[src/rtl/git_session_pkg.sv]
// Shared defaults and types for the session receive path.
// Holds word/depth defaults, statistics counter width and the decoded mode enum.
package git_session_pkg;
  localparam int DEFAULT_WIDTH = 45;
  localparam int DEFAULT_DEPTH = 4;
  localparam int CNT_W         = 16;

  typedef enum logic {
    PASS = 1'b0,
    REPL = 1'b1
  } mode_t;
endpackage

[src/rtl/git_session_fifo.sv]
// Power-of-two circular buffer for received session words.
// Push is ignored when full and pop is ignored when empty.
module git_session_fifo #(
  parameter int DEPTH = 4,
  parameter int WIDTH = 45
) (
  input  logic             clk,
  input  logic             rst_n,
  input  logic             push,
  input  logic [WIDTH-1:0] wr_data,
  input  logic             pop,
  output logic [WIDTH-1:0] rd_data,
  output logic             full,
  output logic             empty
);
  localparam int PW = $clog2(DEPTH);
  localparam logic [PW:0] FULL_CNT = DEPTH[PW:0];

  logic [PW-1:0]    r_wrPtr;
  logic [PW-1:0]    r_rdPtr;
  logic [PW:0]      r_count;
  logic [WIDTH-1:0] r_mem [DEPTH];
  logic             w_push;
  logic             w_pop;

  assign full    = (r_count == FULL_CNT);
  assign empty   = (r_count == '0);
  assign w_push  = push & ~full;
  assign w_pop   = pop & ~empty;
  assign rd_data = r_mem[r_rdPtr];

  // Pointers wrap naturally because DEPTH is a power of two.
  always_ff @(posedge clk or negedge rst_n) begin
    if (!rst_n) begin
      r_wrPtr <= '0;
      r_rdPtr <= '0;
      r_count <= '0;
    end else begin
      if (w_push) r_wrPtr <= r_wrPtr + 1'b1;
      if (w_pop)  r_rdPtr <= r_rdPtr + 1'b1;
      case ({w_push, w_pop})
        2'b10:   r_count <= r_count + 1'b1;
        2'b01:   r_count <= r_count - 1'b1;
        default: r_count <= r_count;
      endcase
    end
  end

  always_ff @(posedge clk) begin
    if (w_push) r_mem[r_wrPtr] <= wr_data;
  end
endmodule

[src/rtl/git_session_rx.sv]
// Session receiver: buffers incoming words, decodes the head as REPL/PASS
// and keeps saturating delivery statistics.
module git_session_rx
  import git_session_pkg::*;
#(
  parameter int DEPTH = DEFAULT_DEPTH,
  parameter int WIDTH = DEFAULT_WIDTH
) (
  input  logic             clk,
  input  logic             rst_n,
  input  logic [WIDTH-1:0] learning_in,
  input  logic             in_valid,
  output logic             in_ready,
  output logic             out_valid,
  input  logic             out_ready,
  output logic             out_mode,
  output logic             out_flag,
  output logic [WIDTH-1:0] session_out,
  input  logic             clr_stats,
  output logic [CNT_W-1:0] repl_cnt,
  output logic [CNT_W-1:0] pass_cnt
);
  logic             r_resetDone;
  logic [CNT_W-1:0] r_replCnt;
  logic [CNT_W-1:0] r_passCnt;
  logic             w_full;
  logic             w_empty;
  logic [WIDTH-1:0] w_head;
  logic             w_push;
  logic             w_pop;
  logic             w_lowSame;
  mode_t            w_mode;

  git_session_fifo #(
    .DEPTH(DEPTH),
    .WIDTH(WIDTH)
  ) u_fifo (
    .clk    (clk),
    .rst_n  (rst_n),
    .push   (w_push),
    .wr_data(learning_in),
    .pop    (w_pop),
    .rd_data(w_head),
    .full   (w_full),
    .empty  (w_empty)
  );

  // Keeps in_ready low until the first edge after reset release.
  always_ff @(posedge clk or negedge rst_n) begin
    if (!rst_n) r_resetDone <= 1'b0;
    else        r_resetDone <= 1'b1;
  end

  assign in_ready  = r_resetDone & ~w_full;
  assign out_valid = ~w_empty;
  assign w_push    = in_valid & in_ready;
  assign w_pop     = out_valid & out_ready;

  assign w_lowSame   = (&w_head[WIDTH-2:0]) | ~(|w_head[WIDTH-2:0]);
  assign w_mode      = (~w_head[WIDTH-1] & w_lowSame) ? REPL : PASS;
  assign out_mode    = out_valid & (w_mode == REPL);
  assign out_flag    = out_valid & (w_mode == REPL) & w_head[0];
  assign session_out = out_valid ? w_head : '0;

  // Clear wins over a coincident delivery; counts stick at all-ones.
  always_ff @(posedge clk or negedge rst_n) begin
    if (!rst_n) begin
      r_replCnt <= '0;
      r_passCnt <= '0;
    end else if (clr_stats) begin
      r_replCnt <= '0;
      r_passCnt <= '0;
    end else if (w_pop) begin
      if (w_mode == REPL) begin
        if (r_replCnt != '1) r_replCnt <= r_replCnt + 1'b1;
      end else begin
        if (r_passCnt != '1) r_passCnt <= r_passCnt + 1'b1;
      end
    end
  end

  assign repl_cnt = r_replCnt;
  assign pass_cnt = r_passCnt;
endmodule

[config.mk]
export PLATFORM = sky130hd
export DESIGN_NAME = git_session_rx
export DESIGN_NICKNAME = d
export VERILOG_FILES = /design/src/rtl/git_session_pkg.sv /design/src/rtl/git_session_fifo.sv /design/src/rtl/git_session_rx.sv
export SDC_FILE = /design/constraint.sdc
export NUM_CORES = 1
export LEC_CHECK = 0
export ABC_AREA = 1
export BUFFER_PORTS_ARGS = -buffer_cell sky130_fd_sc_hd__clkbuf_2
export CORE_MARGIN = 2
export CORE_UTILIZATION = 53
export DETAILED_ROUTE_END_ITERATION = 10
export GPL_TIMING_DRIVEN = 1
export PLACE_DENSITY = 0.84
export SYNTH_ARGS = -nofsm -noshare
export SYNTH_HDL_FRONTEND = slang
export SYNTH_HIERARCHICAL = 1
export SYNTH_SLANG_ARGS = --single-unit
export TNS_END_PERCENT = 100
[constraint.sdc]
create_clock -name clk -period 4.75 [get_ports clk]
set_clock_uncertainty 0.1 [all_clocks]
set_input_delay 0.7125 -clock clk [delete_from_list [all_inputs] [get_ports clk]]
set_output_delay 0.7125 -clock clk [all_outputs]
set_load 0.05 [all_outputs]
==> results of run 1 <==
power breakdown:
| part | switching [mW] | internal [mW] |
|---|---|---|
| registers | 0.0765 | 2.30 |
| clock network | 0.764 | 1.16 |
| logic | 2.75 | 0.776 |
| total | 3.59 | 4.24 |
worst reg2reg max path, delay by kind of cell (launching register included):
kind	cells	cell delay [ns]
simple gates	12	1.99
flops	1	0.42
buf+inv	2	0.76
compound gates	1	0.11
synthesized netlist by cell type (all sizes together) (7+ instances only):
cell type and instances:
ha 7, inv 181, o211ai 90, buf 28, nor3 12, nand2 281, edfxtp 180, nand3 53
nand4 23, dfrtp 40, clkbuf 18, nor2 136
metal layers:
layer  track usage (%)  share of wire, %
met5                 0                 0
met4              7.82               3.2
met3              3.97               7.7
met2              40.4                50
met1              27.9                39
area by class of cell:
cell class	instances	area share, %
multi-input cells	634	25.7
clock buffers	30	5.13
well taps	265	2.73
flip-flops and latches	220	52.8
repair buffers	142	6.31
diodes	1	0.0206
inverters	182	5.65
clock inverters	14	1.70
state kept, by name, summed over array words and instances, names as in the netlist:
name / flops
pass_cnt: 16
r_resetDone: 1
repl_cnt: 16
u_fifo/r_count: 3
u_fifo/r_mem: 180
u_fifo/r_rdPtr: 2
u_fifo/r_wrPtr: 2
per-stage QoR:
step	hold WS, ns	area, um2	instances	total power, mW	worst slack, ns
floorplan	0.317	10500	1082	5.15	1.10
global placement	0.380	11300	1443	5.81	1.03
detailed placement	0.398	11300	1443	5.91	0.932
CTS	0.274	12100	1487	7.86	0.342
global route	0.278	12100	1487	8.24	0.0786
finish	0.270	12100	1488	7.83	0.347
worst max-delay path by stage:
| stage | start | slack [ns] | end |
|---|---|---|---|
| final | u_fifo/r_rdPtr[0]$_DFFE_PN0P_ | 0.35 | out_flag |
| after global routing | u_fifo/r_rdPtr[0]$_DFFE_PN0P_ | 0.08 | out_flag |
| after CTS | u_fifo/r_rdPtr[0]$_DFFE_PN0P_ | 0.34 | out_flag |
| after detailed placement | u_fifo/r_rdPtr[0]$_DFFE_PN0P_ | 0.93 | out_flag |
| after global placement | u_fifo/r_rdPtr[0]$_DFFE_PN0P_ | 1.03 | out_flag |
| after floorplan | in_valid | 1.10 | u_fifo/r_mem[0][0]$_DFFE_PP_ |
kinds of logic after synthesis:
logic type                 count (synthesis)
buffers and inverters                    228
and+or+nand+nor                          509
DFF                                      220
AOI/OAI and AO/OA                        105
xor gates and xnor gates                  11
adders and majority gates                  8
other                                      1
==> results.ini, run 1 <==
[setup_path]
critPathLaunchType = flop
crit_top_cell = nand2_1
cpMaxStageDelayCell = inv_4
crit_cells = 15
cp_slowest_stage_delay_ns = 0.44
worstPathArrival_ns = 3.59
path_class = flop to primary output
r2r_cells = 15
crit_required_ns = 3.94
cp-end-kind = primary output
reg2reg_to = pass_cnt[8]$_DFFE_PN0P_
crit_buf_inv = 3
rr_startpoint = u_fifo/r_rdPtr[0]$_DFFE_PN0P_
crit_chain = inv_4, buf_12, nand2_1, o211ai_1, nand2_1, nor2_1, nand2_1, nor2_1, nand2_1, nor2_1, nand2_1, nand2_1, nand2_1, nor3_1, clkbuf_2
r2r_setup_slack_ns = 1.26
path_max_fanout = 60
path_delay_family = simple AND/OR/NAND/NOR gates

[yosys]
async_flop_share_pct = 18.2
synth-adder-area-share_pct = 1.03
yosysSeqAreaShare_pct = 61.2
synth_compound_area_share_pct = 7.23
synth.distinct_cells = 33
avgSynthCellArea_um2 = 9.67
post-synth-top-area-cell = edfxtp_1
synth_top_area_share_pct = 51.7
synth-edff-count = 180
muxShareOfSynthArea_pct = 0
synthSimpleGateAreaFrac_pct = 20.3
synthTopCellsByArea = edfxtp_1 52%, nand2_1 10%, dfrtp_1 9.6%, o211ai_1 6.5%, inv_1 6.3%
synth_top_family_by_area = simple AND/OR/NAND/NOR gates
syn_area_um2 = 10500
syn-num-nets = 1140
ys_seq_elements = 220
synth_ff_type = edfxtp_1
syn_inst = 1082
synth-xor-area-share_pct = 0.921
yosys_warnings = 6

[global_route]
grt-ovfl-total = 0
grt_usage_pct = 22.7
antenna_found_initial = 1
grt_pass1_wl_mm = 37.2
grt_pass1_vias = 7614
grt_max_degree = 61

[placement]
gp_congestion = 0.878
io_buffers = 130
place_hpwl_mm = 14.8

[sta]
relSlewSlack_pct = 30.7
min_period_ns = 4.40
setup_violations = 0
fin_setup_tns_ns = 0
drv_slew = 0
grt_setup_unrepaired = false
hold_viol_final = 0
worst_pin_slew_ns = 1.04
fin_crit_sh_pct = 92.7
fmax_mhz = 227

[drt]
viasPerCell = 5.35
drt-pass1-iter-count = 5
routedWlPerCell_um = 15.7
drc_errors = 0
ant_nets = 0
totalWireLength_mm = 23.4
vias = 7956
drt_iter0_markers = 670

[finish]
multiInputGateArea_um2 = 3120
finalNetCount = 1262
seq_area_um2 = 6410
drive_gt1_share_pct = 16.1
layout_common_cells = 280 x nand2_1, 180 x edfxtp_1, 177 x inv_1
mostFrequentLayoutCell = nand2_1
area_delta_synth_final_pct = 16.1
fin_util_pct = 62.6
n_fill_cell = 1479

[outcome]
status = finished, final reports clean

[clocking]
postCtsSetupRepairBufs = 0
h-tree-depth = 1
cts_tree = yes
clockRootBuffer = clkbuf_16
cts_hold_buf = 0
cts_sinks = 220
cts_buffer_depth = 3
clk_pin_slew_ns = 0.06
cts_made_buffers = 24
insertion_delay_ns = 0.54
cts_resized = 0

[floorplanning]
initial_utilization_pct = 53.9
rows = 51
dieHeight_um = 145
boundaryPins = 131
die_w_um = 145
die-area_um2 = 20900
core_um2 = 19400

[min_path]
hp-class = primary input to async pin

[job]
maxCapViolCount = 0

[power_and_ir_drop]
power_density_nw_per_um2 = 645
p_leak_nw = 5.39
vdd_drop_max_mv = 0.825

Note: power is estimated with default switching activity, not from simulation.
==> run 2: changes to the inputs <==
--- a/config.mk
+++ b/config.mk
@@ -9,6 +9,7 @@
 export BUFFER_PORTS_ARGS = -buffer_cell sky130_fd_sc_hd__clkbuf_2
 export CORE_MARGIN = 2
 export CORE_UTILIZATION = 53
+export CTS_BUF_LIST = sky130_fd_sc_hd__clkbuf_4
 export DETAILED_ROUTE_END_ITERATION = 10
 export GPL_TIMING_DRIVEN = 1
 export PLACE_DENSITY = 0.84
==> constraint.sdc (replaced) <==
create_clock -name clk -period 4.75 [get_ports clk]
set_clock_uncertainty 0.1 [all_clocks]
set_input_delay 0.475 -clock clk [delete_from_list [all_inputs] [get_ports clk]]
set_output_delay 0.475 -clock clk [all_outputs]
set_load 0.02 [all_outputs]
==> run 2 against run 1 <==
Compared with the run above:
- clock power fell by 20%
- wire length decreased by 2.6%
- register-to-register slack got worse by 0.10 ns
- core utilization increased by 1.6 points
- largest power group unchanged
- global-route usage decreased by 0.67 points
- via count increased by 3.2%
- worst setup slack improved by 0.12 ns
- power fell by 15%
==> results.ini, run 2 (same netlist as run 1, synthesis figures left out) <==
[outcome]
status = finished, final reports clean

[sta]
setup_violations = 0  ; unchanged
hold_viol_final = 0  ; unchanged
fin_ws_ns = 0.462  ; +0.115 ns
grt_setup_unrepaired = false
fin_hold_ws_ns = 0.128  ; -0.142 ns
fmax_mhz = 233  ; +2.7%
min_period_ns = 4.29  ; -0.115 ns
worst_pin_slew_ns = 1.04  ; +0.00289 ns
relSlewSlack_pct = 30.6  ; -0.19 points
fin_crit_sh_pct = 90.3  ; -2.4 points
drv_slew = 0  ; unchanged
fin_setup_tns_ns = 0  ; unchanged

[min_path]
hp-class = primary input to flop

[placement]
gp_congestion = 0.894  ; +1.8%
place_area_um2 = 11300  ; -0.11%
io_buffers = 130  ; unchanged
place_hpwl_mm = 14.0  ; -5.3%
numPlacedInstances = 1443  ; unchanged
pre_cts_ws_ns = 1.23  ; +0.299 ns

[drt]
routedWlPerCell_um = 14.3  ; -9.0%
vias = 8212  ; +3.2%
drc_errors = 0  ; unchanged
drt_iter0_markers = 437  ; -35%
ant_nets = 0  ; unchanged
viasPerCell = 5.15  ; -3.6%
totalWireLength_mm = 22.8  ; -2.6%
drt-pass1-iter-count = 5  ; unchanged

[global_route]
grt_pass1_vias = 7708  ; +1.2%
grt_usage_pct = 22.0  ; -0.67 points
grt_pass1_wl_mm = 36.2  ; -2.9%
grt-ovfl-total = 0  ; unchanged
grt_max_degree = 96  ; +57%
antenna_found_initial = 1  ; unchanged

[clocking]
cts_hold_buf = 46  ; +46
clockRootBuffer = clkbuf_4
cts_resized = 0  ; unchanged
cts_sinks = 220  ; unchanged
clk_pin_slew_ns = 0.06  ; about the same
cts_buffer_depth = 3  ; unchanged
h-tree-depth = 2  ; +1
cts_tree = yes
postCtsSetupRepairBufs = 0  ; unchanged
insertion_delay_ns = 0.68  ; +0.14 ns
cts_made_buffers = 55  ; +130%

[finish]
finalNetCount = 1339  ; +6.1%
fin_area_um2 = 12500  ; +2.6%
layout_common_cells = 280 x nand2_1, 180 x edfxtp_1, 177 x inv_1
multiInputGateArea_um2 = 3120  ; unchanged
regMostFlops = u_fifo/r_mem
seq_area_um2 = 6410  ; unchanged
mostFrequentLayoutCell = nand2_1
stdcell_count = 1594  ; +7.1%
largest_reg_flops = 180  ; unchanged
n_fill_cell = 1541  ; +4.2%
drive_gt1_share_pct = 18.5  ; +2.4 points
area_delta_synth_final_pct = 19.1

[job]
maxCapViolCount = 0  ; unchanged

[setup_path]
cp_slowest_stage_delay_ns = 0.62  ; +0.18 ns
path_class = flop to primary output
worstPathArrival_ns = 3.71  ; +0.12 ns
crit_chain = inv_4, buf_12, nand2_1, o211ai_1, nand2_1, nor2_1, nand2_1, nor2_1, nand2_1, nor2_1, nand2_1, nand2_1, nand2_1, nor3_1, clkbuf_2
crit_top_cell = nand2_1
cpMaxStageDelayCell = inv_4
crit_required_ns = 4.18  ; +0.24 ns
critPathLaunchType = flop
path_delay_family = simple AND/OR/NAND/NOR gates
path_max_fanout = 95  ; +58%
crit_buf_inv = 3  ; unchanged
cp-end-kind = primary output

[power_and_ir_drop]
power_density_nw_per_um2 = 535  ; -17%
p_leak_nw = 5.59  ; +3.7%
vdd_drop_max_mv = 0.459  ; -44%

[floorplanning]
core_um2 = 19400  ; unchanged
boundaryPins = 131  ; unchanged
initial_utilization_pct = 53.9  ; unchanged
die-area_um2 = 20900  ; unchanged
rows = 51  ; unchanged
dieHeight_um = 145  ; unchanged
die_w_um = 145  ; unchanged

run 2: path summary, 6_finish.rpt:
kind / slack (ns) / end / startpoint / cells after the start
max: 0.46 / out_flag / u_fifo/r_rdPtr[0]$_DFFE_PN0P_ / 15
min: 0.13 / u_fifo/r_wrPtr[1]$_DFFE_PN0P_ / in_valid / 4
max reg2reg: 1.16 / pass_cnt[14]$_DFFE_PN0P_ / u_fifo/r_rdPtr[0]$_DFFE_PN0P_ / 15
min reg2reg: 0.40 / u_fifo/r_count[2]$_DFFE_PN0P_ / u_fifo/r_count[2]$_DFFE_PN0P_ / 2
max in group asynchronous: 3.39 / u_fifo/r_rdPtr[1]$_DFFE_PN0P_ / rst_n / 2
min in group asynchronous: 0.45 / pass_cnt[6]$_DFFE_PN0P_ / rst_n / 2
run 2: power breakdown:
| part | switching, mW | total, mW | internal (mW) |
|---|---|---|---|
| sequential | 0.0713 | 2.38 | 2.30 |
| clock | 0.750 | 1.53 | 0.776 |
| combinational | 1.97 | 2.76 | 0.793 |
| total | 2.79 | 6.67 | 3.87 |
run 2: cell type report:
| class | instances | share of cell area [%] |
|---|---|---|
| Clock buffer | 79 | 4.76 |
| Antenna cell | 1 | 0.0201 |
| Timing Repair Buffer | 188 | 9.74 |
| Sequential cell | 220 | 51.4 |
| Inverter | 182 | 5.50 |
| Multi-Input combinational cell | 634 | 25.1 |
| Clock inverter | 25 | 0.853 |
| Tap cell | 265 | 2.66 |
run 2: metal layers:
layer  GRT usage, %  wire (um)
met1           27.1       9160
met2           38.4      11400
met3           4.87       1920
met4           7.72        360
met5              0          0
run 2: metrics by stage:
stage / util (%) / total power [mW]
global route: 64.2 / 7.12
floorplan: - / 4.39
finish: 64.2 / 6.67
CTS: 64.2 / 6.69
detailed placement: 58.2 / 5.12
global placement: 58.2 / 5.04
run 2: tightest hold or removal path, delay by kind of cell:
family / cells / cell delay, ns
AND/OR/NAND/NOR: 3 / 0.29
buffers and inverters: 1 / 0.08
==> run 3: changes to the inputs <==
--- a/config.mk
+++ b/config.mk
@@ -7,12 +7,13 @@
 export LEC_CHECK = 0
 export ABC_AREA = 1
 export BUFFER_PORTS_ARGS = -buffer_cell sky130_fd_sc_hd__clkbuf_2
+export CORE_ASPECT_RATIO = 1.75
 export CORE_MARGIN = 2
-export CORE_UTILIZATION = 53
+export CORE_UTILIZATION = 45
 export CTS_BUF_LIST = sky130_fd_sc_hd__clkbuf_4
 export DETAILED_ROUTE_END_ITERATION = 10
 export GPL_TIMING_DRIVEN = 1
-export PLACE_DENSITY = 0.84
+export PLACE_DENSITY = 0.74
 export SYNTH_ARGS = -nofsm -noshare
 export SYNTH_HDL_FRONTEND = slang
 export SYNTH_HIERARCHICAL = 1
==> run 3 against run 2 <==
Compared with the run above:
- design area shrank 0.60%
- sequential share of layout area rose by 0.31 points
- sequential power hardly changed
- clock power fell by 11%
- first-iteration DRC count is 40% higher
- highest routed layer unchanged
==> results.ini, run 3 (same netlist as run 1, synthesis figures left out) <==
[clocking]
postCtsSetupRepairBufs = 0  ; unchanged
cts_sinks = 220  ; unchanged
h-tree-depth = 2  ; unchanged
cts_buffer_depth = 3  ; unchanged
clk_pin_slew_ns = 0.06  ; about the same
cts_tree = yes
clockRootBuffer = clkbuf_4
cts_made_buffers = 47  ; -15%
cts_resized = 0  ; unchanged
insertion_delay_ns = 0.65  ; -0.03 ns

[global_route]
groute.layer.met2.usage_pct = 37.6  ; -0.81 points
grt_max_degree = 102  ; +6.3%
grt_pass1_wl_mm = 38.4  ; +6.2%
met1_usage_pct = 22.1  ; -5.1 points
antenna_found_initial = 1  ; unchanged
grt_usage_pct = 19.9  ; -2.1 points
grt-busiest-layer = met2
grt-ovfl-total = 0  ; unchanged
use_met3_pct = 3.10  ; -1.8 points
grt_pass1_vias = 7824  ; +1.5%

[sta]
setup_violations = 0  ; unchanged
grt_setup_unrepaired = false
min_period_ns = 4.04  ; -0.251 ns
relSlewSlack_pct = 35.2  ; +4.7 points
hold_viol_final = 0  ; unchanged
fmax_mhz = 248  ; +6.2%
fin_crit_sh_pct = 85.0  ; -5.3 points
worst_pin_slew_ns = 0.970  ; -0.0712 ns
drv_slew = 0  ; unchanged
fin_setup_tns_ns = 0  ; unchanged

[drt]
drc_errors = 0  ; unchanged
ant_nets = 0  ; unchanged
drt-pass1-iter-count = 5  ; unchanged
drt_iter0_markers = 613  ; +40%
viasPerCell = 5.00  ; -3.0%
routedWlPerCell_um = 15.0  ; +4.9%
totalWireLength_mm = 24.2  ; +5.9%
vias = 8047  ; -2.0%

[power_and_ir_drop]
seqPwrFrac_pct = 36.5  ; +0.9 points
internal-power_mw = 3.74  ; -3.5%
vdd_drop_max_mv = 0.302  ; -34%
power_density_nw_per_um2 = 525  ; -1.8%
p_leak_nw = 5.51  ; -1.4%
combPwrFrac_pct = 42.6  ; +1.1 points
switching_share_pct = 42.6  ; +0.66 points
clockPowerShare_pct = 20.9  ; -2.0 points
p_total_mw = 6.51  ; -2.4%
power.switching_mw = 2.77  ; -0.86%

[placement]
place_hpwl_mm = 15.5  ; +11%
gp_congestion = 0.879  ; -1.6%
io_buffers = 130  ; unchanged

[setup_path]
path_max_fanout = 101  ; +6.3%
r2r_setup_slack_ns = 1.38  ; +0.22 ns
cp_slowest_stage_delay_ns = 0.42  ; -0.20 ns
reg2reg_to = pass_cnt[11]$_DFFE_PN0P_
crit_top_cell = nand2_1
crit_required_ns = 4.18  ; about the same
cpMaxStageDelayCell = dfrtp_1
crit_buf_inv = 3  ; unchanged
worstPathArrival_ns = 3.46  ; -0.25 ns
path_class = flop to primary output
path_delay_family = simple AND/OR/NAND/NOR gates
crit_chain = inv_4, buf_12, nand2_1, o211ai_1, nand2_1, nor2_1, nand2_1, nor2_1, nand2_1, nor2_1, nand2_1, nand2_1, nand2_1, nor3_1, clkbuf_2
critPathLaunchType = flop
rr_startpoint = u_fifo/r_rdPtr[0]$_DFFE_PN0P_
r2r_cells = 15  ; unchanged
cp-end-kind = primary output
crit_path_start = u_fifo/r_rdPtr[0]$_DFFE_PN0P_

[finish]
layout_common_cells = 280 x nand2_1, 180 x edfxtp_1, 176 x inv_1
regMostFlops = u_fifo/r_mem
finalNetCount = 1332  ; -0.52%
mostFrequentLayoutCell = nand2_1
largest_reg_flops = 180  ; unchanged
area_delta_synth_final_pct = 18.4
drive_gt1_share_pct = 17.6  ; -0.95 points
fin_util_pct = 54.5  ; -9.8 points

[floorplanning]
dieHeight_um = 206  ; +42%
initial_utilization_pct = 46.0  ; -7.9 points
rows = 73  ; +43%
core_um2 = 22700  ; +17%
die-area_um2 = 24500  ; +17%
boundaryPins = 131  ; unchanged
die_w_um = 119  ; -17%

[job]
maxCapViolCount = 0  ; unchanged

[min_path]
hold_depth = 4  ; unchanged
min_from = in_valid
hp-class = primary input to flop
hold_end = u_fifo/r_wrPtr[0]$_DFFE_PN0P_

[outcome]
status = finished, final reports clean

## run 3: cell types whose count changed in the layout (fill, tap and decap cells not counted), moves of 2 or more
cell / change
clkinv_1: -2
inv_6: -2
clkbuf_4: -20
clkinv_2: +3
## run 3: worst max-delay path by stage
stage / endpoint / cells past startpoint
detailed placement: out_flag / 15
global placement: out_flag / 15
floorplan: u_fifo/r_mem[0][0]$_DFFE_PP_ / 6
global route: out_flag / 15
finish: out_flag / 15
CTS: out_flag / 15
## run 3: timing repair
| item | 4_1_cts | 5_1_grt |
|---|---|---|
| setup endpoints to repair | 0 | 0 |
| hold buffers | 46 | 0 |
| endpoints found under the hold margin | 220 | 0 |
## run 3: worst register-to-register path: stages, from the launching register on
cell	delay (ns)
dfrtp_1	0.42
inv_4	0.34
buf_12	0.41
nand2_1	0.14
o211ai_1	0.11
nand2_1	0.15
nor2_1	0.12
nand2_1	0.06
nor2_1	0.15
nand2_1	0.12
nor2_1	0.11
nand2_1	0.05
nand2_1	0.18
nand3_1	0.50
nand4_1	0.23
nand2_1	0.07
## run 3: final cells by class
class | count | area [um2]
multi-input combinational | 634 | 3120
clock inverter | 25 | 130
antenna | 1 | 2.50
inverter | 182 | 686
sequential | 220 | 6410
timing repair buffer | 189 | 1220
clock buffer | 59 | 443
tap | 300 | 375
fill | 2035 | 10400
## run 3: stage by stage
step / hold WS (ns) / instance area (um2) / setup WS, ns / instances
6_report: 0.181 / 12400 / 0.714 / 1610
5_1_grt: 0.156 / 12400 / 0.320 / 1610
4_1_cts: 0.127 / 12400 / 0.619 / 1609
3_5_place_dp: 0.384 / 11400 / 1.31 / 1479
3_3_place_gp: 0.379 / 11400 / 1.42 / 1479
2_1_floorplan: 0.0794 / 10500 / 1.22 / 1082
## run 3: power groups by stage
| stage | sequential (mW) | combinational (mW) | clock [mW] |
|---|---|---|---|
| 6_report | 2.37 | 2.77 | 1.36 |
| 5_1_grt | 2.39 | 3.06 | 1.49 |
| 4_1_cts | 2.37 | 2.78 | 1.41 |
| 3_5_place_dp | 2.41 | 2.74 | 0 |
| 3_3_place_gp | 2.41 | 2.68 | 0 |
| 2_1_floorplan | 2.42 | 1.97 | 0 |
## run 3: routing by layer
metal / vias to the layer above / share of wire, %
met1: 3769 / 39
met2: 258 / 53
met5: - / 0
li1: 3978 / -
met3: 42 / 5.6
met4: 0 / 2.4
